===== src/rtl/unidade_controle_multiciclo.sv =====
// Multicycle control unit for the YouseiOS processor.
// Sequences each instruction through FETCH/DECODE/EXEC/MEM/WB and stalls on
// console input (WAIT_IN) and HD transfers (WAIT_HD).
// Optional macro HD_TIMEOUT_EN: bounds the WAIT_HD stall to HD_TIMEOUT cycles.
module unidade_controle_multiciclo #(
    parameter int OPCODE_W   = 6,
    parameter int OPALU_W    = 6,
    parameter int ESTADO_W   = 4,
    parameter int HD_TIMEOUT = 1024
) (
    input  logic                clock,
    input  logic                reset,
    input  logic [OPCODE_W-1:0] Opcode,
    input  logic                InValid,
    input  logic                HdReady,
    output logic                IRWrite,
    output logic                PCWrite,
    output logic                OpIO,
    output logic                MemRead,
    output logic                MemWrite,
    output logic                RegWrite,
    output logic                AluSrc,
    output logic                RegDst,
    output logic                Desvio,
    output logic                TypeJR,
    output logic                WriteHD,
    output logic                Halt,
    output logic [1:0]          Mem2Reg,
    output logic [OPALU_W-1:0]  OpALU,
    output logic                HdErro,
    output logic [ESTADO_W-1:0] Estado
);

    typedef enum logic [2:0] {
        FETCH   = 3'd0,
        DECODE  = 3'd1,
        EXEC    = 3'd2,
        MEM     = 3'd3,
        WB      = 3'd4,
        WAIT_IN = 3'd5,
        WAIT_HD = 3'd6,
        HALTED  = 3'd7
    } estado_t;

    typedef enum logic [3:0] {
        C_ALUR, C_ALUI, C_LOAD, C_STORE, C_JUMP, C_BRANCH, C_JR,
        C_IN, C_OUT, C_HDW, C_HDR, C_HALT, C_OTHER
    } classe_t;

    estado_t             estado, proximo;
    logic [OPCODE_W-1:0] opcode_q;
    classe_t             classe;
    logic [5:0]          op6;
    logic                op_alto;
    logic                hd_expira;

    assign op6     = 6'(opcode_q);
    assign op_alto = (opcode_q >> 6) != '0;

`ifdef HD_TIMEOUT_EN
    localparam int CNT_W = $clog2(HD_TIMEOUT) + 1;
    logic [CNT_W-1:0] hd_cnt;

    // WAIT_HD cycle counter: cleared while in EXEC (the only way into WAIT_HD)
    always_ff @(posedge clock) begin
        if (reset || estado == EXEC)
            hd_cnt <= '0;
        else if (estado == WAIT_HD)
            hd_cnt <= hd_cnt + 1'b1;
    end

    assign hd_expira = (estado == WAIT_HD) && !HdReady &&
                       (hd_cnt == CNT_W'(HD_TIMEOUT - 1));
`else
    assign hd_expira = 1'b0;
`endif

    // State and latched opcode register
    always_ff @(posedge clock) begin
        if (reset) begin
            estado   <= FETCH;
            opcode_q <= '0;
        end else begin
            estado <= proximo;
            if (estado == DECODE)
                opcode_q <= Opcode;
        end
    end

    // Instruction class from the latched opcode; wider opcodes must be zero above bit 5
    always_comb begin
        classe = C_OTHER;
        if (!op_alto) begin
            case (op6)
                6'b000000, 6'b000001, 6'b000100, 6'b001101,
                6'b001111, 6'b010000, 6'b010001, 6'b010010: classe = C_ALUR;
                6'b000010, 6'b000011, 6'b010100:            classe = C_ALUI;
                6'b000110: classe = C_LOAD;
                6'b000111: classe = C_STORE;
                6'b000101: classe = C_JUMP;
                6'b001010, 6'b001011: classe = C_BRANCH;
                6'b010011: classe = C_JR;
                6'b001000: classe = C_IN;
                6'b001001: classe = C_OUT;
                6'b011110: classe = C_HDW;
                6'b011111: classe = C_HDR;
                6'b011001: classe = C_HALT;
                default:   classe = C_OTHER;
            endcase
        end
    end

    // Next state and Moore outputs decoded from state and instruction class
    always_comb begin
        proximo  = estado;
        IRWrite  = 1'b0;
        PCWrite  = 1'b0;
        OpIO     = 1'b0;
        MemRead  = 1'b0;
        MemWrite = 1'b0;
        RegWrite = 1'b0;
        AluSrc   = 1'b0;
        RegDst   = 1'b0;
        Desvio   = 1'b0;
        TypeJR   = 1'b0;
        WriteHD  = 1'b0;
        Halt     = 1'b0;
        Mem2Reg  = 2'b10;
        OpALU    = '0;
        HdErro   = 1'b0;
        case (estado)
            FETCH: begin
                IRWrite = 1'b1;
                proximo = DECODE;
            end
            DECODE: proximo = EXEC;
            EXEC: begin
                OpALU   = OPALU_W'(opcode_q);
                proximo = FETCH;
                case (classe)
                    C_ALUR:   begin RegDst = 1'b1; proximo = WB; end
                    C_ALUI:   begin AluSrc = 1'b1; proximo = WB; end
                    C_LOAD,
                    C_STORE:  begin AluSrc = 1'b1; proximo = MEM; end
                    C_JUMP:   begin Desvio = 1'b1; PCWrite = 1'b1; AluSrc = 1'b1; end
                    C_BRANCH: begin Desvio = 1'b1; PCWrite = 1'b1; end
                    C_JR: begin
                        Desvio = 1'b1; PCWrite = 1'b1; AluSrc = 1'b1; TypeJR = 1'b1;
                    end
                    C_IN:     proximo = WAIT_IN;
                    C_OUT: begin
                        OpIO = 1'b1; AluSrc = 1'b1; Mem2Reg = 2'b01; PCWrite = 1'b1;
                    end
                    C_HDW,
                    C_HDR:    proximo = WAIT_HD;
                    C_HALT:   proximo = HALTED;
                    default:  PCWrite = 1'b1;
                endcase
            end
            MEM: begin
                OpALU = OPALU_W'(opcode_q);
                if (classe == C_LOAD) begin
                    AluSrc  = 1'b1;
                    MemRead = 1'b1;
                    proximo = WB;
                end else begin
                    MemWrite = 1'b1;
                    PCWrite  = 1'b1;
                    proximo  = FETCH;
                end
            end
            WB: begin
                OpALU    = OPALU_W'(opcode_q);
                RegWrite = 1'b1;
                PCWrite  = 1'b1;
                proximo  = FETCH;
                case (classe)
                    C_ALUR:  RegDst  = 1'b1;
                    C_LOAD:  Mem2Reg = 2'b00;
                    C_IN:    begin OpIO = 1'b1; Mem2Reg = 2'b01; end
                    C_HDR:   Mem2Reg = 2'b11;
                    default: ;
                endcase
            end
            WAIT_IN: begin
                OpIO    = 1'b1;
                Halt    = 1'b1;
                Mem2Reg = 2'b01;
                if (InValid)
                    proximo = WB;
            end
            WAIT_HD: begin
                AluSrc  = 1'b1;
                Mem2Reg = 2'b11;
                if (classe == C_HDW) begin
                    MemWrite = 1'b1;
                    WriteHD  = 1'b1;
                    if (HdReady) begin
                        PCWrite = 1'b1;
                        proximo = FETCH;
                    end
                end else begin
                    MemRead = 1'b1;
                    if (HdReady)
                        proximo = WB;
                end
                // Timeout skips the instruction: retire PC without writeback
                if (hd_expira) begin
                    HdErro  = 1'b1;
                    PCWrite = 1'b1;
                    proximo = FETCH;
                end
            end
            HALTED: Halt = 1'b1;
            default: proximo = FETCH;
        endcase
        // Reset overrides any pending write from the state being abandoned
        if (reset) begin
            PCWrite  = 1'b0;
            RegWrite = 1'b0;
            MemWrite = 1'b0;
            WriteHD  = 1'b0;
            HdErro   = 1'b0;
        end
    end

    assign Estado = ESTADO_W'(estado);

endmodule


===== config.mk =====
export PLATFORM = sky130hd
export DESIGN_NAME = unidade_controle_multiciclo
export DESIGN_NICKNAME = d
export VERILOG_FILES = /design/src/rtl/unidade_controle_multiciclo.sv
export SDC_FILE = /design/constraint.sdc
export NUM_CORES = 1
export LEC_CHECK = 0
export BUFFER_PORTS_ARGS = -buffer_cell sky130_fd_sc_hd__buf_4
export CAP_MARGIN = 10
export CORE_MARGIN = 5
export CORE_UTILIZATION = 57
export CTS_CLUSTER_DIAMETER = 100
export DETAILED_ROUTE_END_ITERATION = 16
export GPL_TIMING_DRIVEN = 0
export HOLD_SLACK_MARGIN = 0.12
export PLACE_DENSITY = 0.84
export SYNTH_ARGS = -nofsm -noshare
export SYNTH_HDL_FRONTEND = slang
export SYNTH_SLANG_ARGS = --single-unit

===== constraint.sdc =====
create_clock -name clock -period 4.15 [get_ports clock]
set_input_delay 0.415 -clock clock [delete_from_list [all_inputs] [get_ports clock]]
set_output_delay 0.415 -clock clock [all_outputs]
set_load 0.02 [all_outputs]

==> flow_summary_export.csv <==
group,metric,value,unit
clock_tree,h-tree-depth,1,
global_routing,via_count_of_the_first_global_routing_pass,1463,
floorplanning,initial_utilization,60.7,%
synth,yosys_warnings,0,
synth,yosysSeqAreaShare,19.2,%
timing,finalHoldViolCount,0,
place,preCtsSetupSlack,1.74,ns
clock_tree,tritoncts,"built",
floorplanning,die_area,3450,um2
routing,avgViaCountPerCell,6.52,
power_and_ir_drop,static-leakage-power,0.665,nW
worst_setup_path,worst-r2r-setup-slack,1.76,ns
floorplanning,row_count,17,
synth,postSynthRegisterBits,13,
timing,setup_viol,0,
routing,drt-wirelength-per-cell,15.7,um
routing,dr.first_iter.drc_count,159,
routing,detail_route.first_pass.iterations,5,
cells_and_area,synthToLayoutAreaGrowth,21.4,%
timing,period_share,62.2,%
place,gp_congestion,0.955,
floorplanning,die_width,58.8,um
worst_setup_path,worstPathArrival,2.16,ns
clock_tree,clkSlewWorstSetupHoldPaths,0.08,ns
timing,max_clock_freq,388,MHz
global_routing,maximum_number_of_pins_on_one_net_before_global_route_repair,11,
floorplanning,io-pin-count,35,
power_and_ir_drop,power_density,569,nW/um2
cells_and_area,most_used_cells_in_the_layout_excluding_fill_and_tap_cells,"sky130_fd_sc_hd__buf_4, sky130_fd_sc_hd__nand2_1, sky130_fd_sc_hd__nor2_1, sky130_fd_sc_hd__a21oi_1, sky130_fd_sc_hd__nor3_1",
worst_setup_path,r2r_cells,8,
synth,synth_edf_count,0,
timing,fin_setup_tns,0,ns
cells_and_area,drive_above_1_share,19.9,%
cells_and_area,num_antenna_cells,0,
status,run_status,"finished clean",
synth,asyncSetResetFlopFracSynth,0,%
worst_setup_path,worst_setup_path_end_kind,"output pin",
cells_and_area,most_frequent_standard_cell_in_the_layout_excluding_fill_and_tap_cells,"sky130_fd_sc_hd__buf_4",
run,max_cap_viol_count,0,
timing,maxSlewViolCount,0,
clock_tree,cts.hold.buffers_added,0,
floorplanning,die_h,58.8,um
global_routing,track_usage,23.5,%
routing,vias,1720,
global_routing,grt_pass1_wl,6.51,mm
clock_tree,cts_max_path_buffers,2,
worst_hold_path,min-delay-path-class,"input pin to flop",
clock_tree,cts_buffers,3,
routing,routed_wirelength,4.14,mm
clock_tree,clock_tree.root_cell,"sky130_fd_sc_hd__clkbuf_4",
worst_setup_path,critical_path_required,3.73,ns
floorplanning,core_region_area,2230,um2
timing,relative_slew_margins,50.7,%
synth,syn-mean-instance-area,6.74,um2
worst_setup_path,worst_setup_path_start_kind,"flop",
timing,final.setup.worst_slack,1.57,ns
routing,detail_route.drc_violations,0,
timing,tightestPinTransition,0.729,ns
synth,synth_ff_type,"sky130_fd_sc_hd__dfxtp_1",
worst_hold_path,hold_depth,3,
clock_tree,clkSinkCount,13,
clock_tree,post_cts.resized_instances,0,
timing,skew,0.00146,ns
global_routing,antenna_violations_before_repair,0,
worst_setup_path,setup.worst_path.class,"flop to output pin",
cells_and_area,finalCoreUtilization,73.7,%
place,detailed_placement_hpwl,3.17,mm
timing,rsz0062_at_grt,"false",
routing,antenna_left,0,
synth,ys_types,50,
power_and_ir_drop,vdd.ir_drop.worst,0.484,mV
place,placement.io_buffers,30,
worst_setup_path,critical_path_peak_fanout,10,
synth,syn-cell-area,1360,um2
synth,syn-instance-count,201,
clock_tree,insertion_delay,0.27,ns
global_routing,grt_remaining_overflow,0,
cells_and_area,final_nets,247,
clock_tree,postCtsSetupBuffers,0,
timing,final_period_minus_worst_setup_slack,2.58,ns
## routing by layer
layer / GRT usage [%] / vias up / share of wire [%]
met2: 34.9 / 153 / 45
met5: 0 / - / 0
met4: 6.47 / 0 / 1.1
li1: - / 791 / -
met3: 5.92 / 12 / 13
met1: 33.4 / 764 / 41
## stage by stage
stage	area [um2]	std cells	hold WS [ns]	power (W)
floorplan	1360	202	0.551	0.000650
global placement	1620	260	0.602	0.000818
detailed placement	1620	260	0.632	0.000837
CTS	1650	264	0.402	0.000915
global route	1650	264	0.426	0.000993
finish	1650	264	0.402	0.000936
## worst max-delay path: stages (launching register included)
cell                       delay, ns
sky130_fd_sc_hd__dfxtp_1        0.34
sky130_fd_sc_hd__buf_2          0.21
sky130_fd_sc_hd__nand2b_1       0.17
sky130_fd_sc_hd__nor3_1         0.47
sky130_fd_sc_hd__nand4b_1       0.23
sky130_fd_sc_hd__o21ai_0        0.16
sky130_fd_sc_hd__o21bai_1       0.16
sky130_fd_sc_hd__buf_4          0.16
## cell usage after synthesis, types with 3 or more instances
master,instances,share of area (%)
sky130_fd_sc_hd__nand2_1,19,5.3
sky130_fd_sc_hd__nor2_1,19,5.3
sky130_fd_sc_hd__a21oi_1,17,6.3
sky130_fd_sc_hd__nor3_1,16,5.9
sky130_fd_sc_hd__dfxtp_1,13,19
sky130_fd_sc_hd__clkbuf_1,11,3.0
sky130_fd_sc_hd__o21ai_0,10,3.7
sky130_fd_sc_hd__inv_1,9,2.5
sky130_fd_sc_hd__and2_1,7,3.2
sky130_fd_sc_hd__nand3_1,6,2.2
sky130_fd_sc_hd__nand2b_1,5,2.3
sky130_fd_sc_hd__a31oi_1,4,1.8
sky130_fd_sc_hd__and3_1,4,1.8
sky130_fd_sc_hd__nor4b_1,4,2.6
sky130_fd_sc_hd__or3_1,4,1.8
sky130_fd_sc_hd__buf_2,3,1.1
sky130_fd_sc_hd__buf_6,3,2.5
sky130_fd_sc_hd__mux2i_1,3,2.2
sky130_fd_sc_hd__nor3b_1,3,1.7
sky130_fd_sc_hd__o211ai_1,3,1.7
## path summary, 6_finish.rpt
check,endpoint,from
hold reg to reg,estado[0],estado[2]
setup / recovery,Mem2Reg[0],estado[1]
setup reg to reg,flop,estado[1]
hold / removal,op6[5],Opcode[5]
## report_power, final
group / switching, W / internal (W)
clock network: 0.0000404 / 0.0000373
logic: 0.000413 / 0.000245
registers: 0.0000387 / 0.000161
total: 0.000492 / 0.000443
## cells by family (layout without fill, tap and decap cells)
| logic type | Yosys count | count (layout) | share of synthesized area (%) |
|---|---|---|---|
| mux | 4 | 4 | 3.88 |
| flops | 13 | 13 | 19.2 |
| other cells | 1 | 2 | 0.277 |
| simple gates | 98 | 98 | 38.4 |
| buf+inv | 28 | 62 | 10.2 |
| xor+xnor | 3 | 3 | 1.94 |
| compound gates | 54 | 54 | 26.0 |
## layout make-up
cell class / count / area (um2)
well taps: 28 / 35.0
fillers: 177 / 588
repair buffers: 30 / 225
multi-input cells: 161 / 960
flip-flops and latches: 13 / 260
clock buffers: 4 / 26.3
plain buffers: 19 / 105
inverters: 9 / 33.8
No activity file was read; power rests on OpenSTA's default activity.
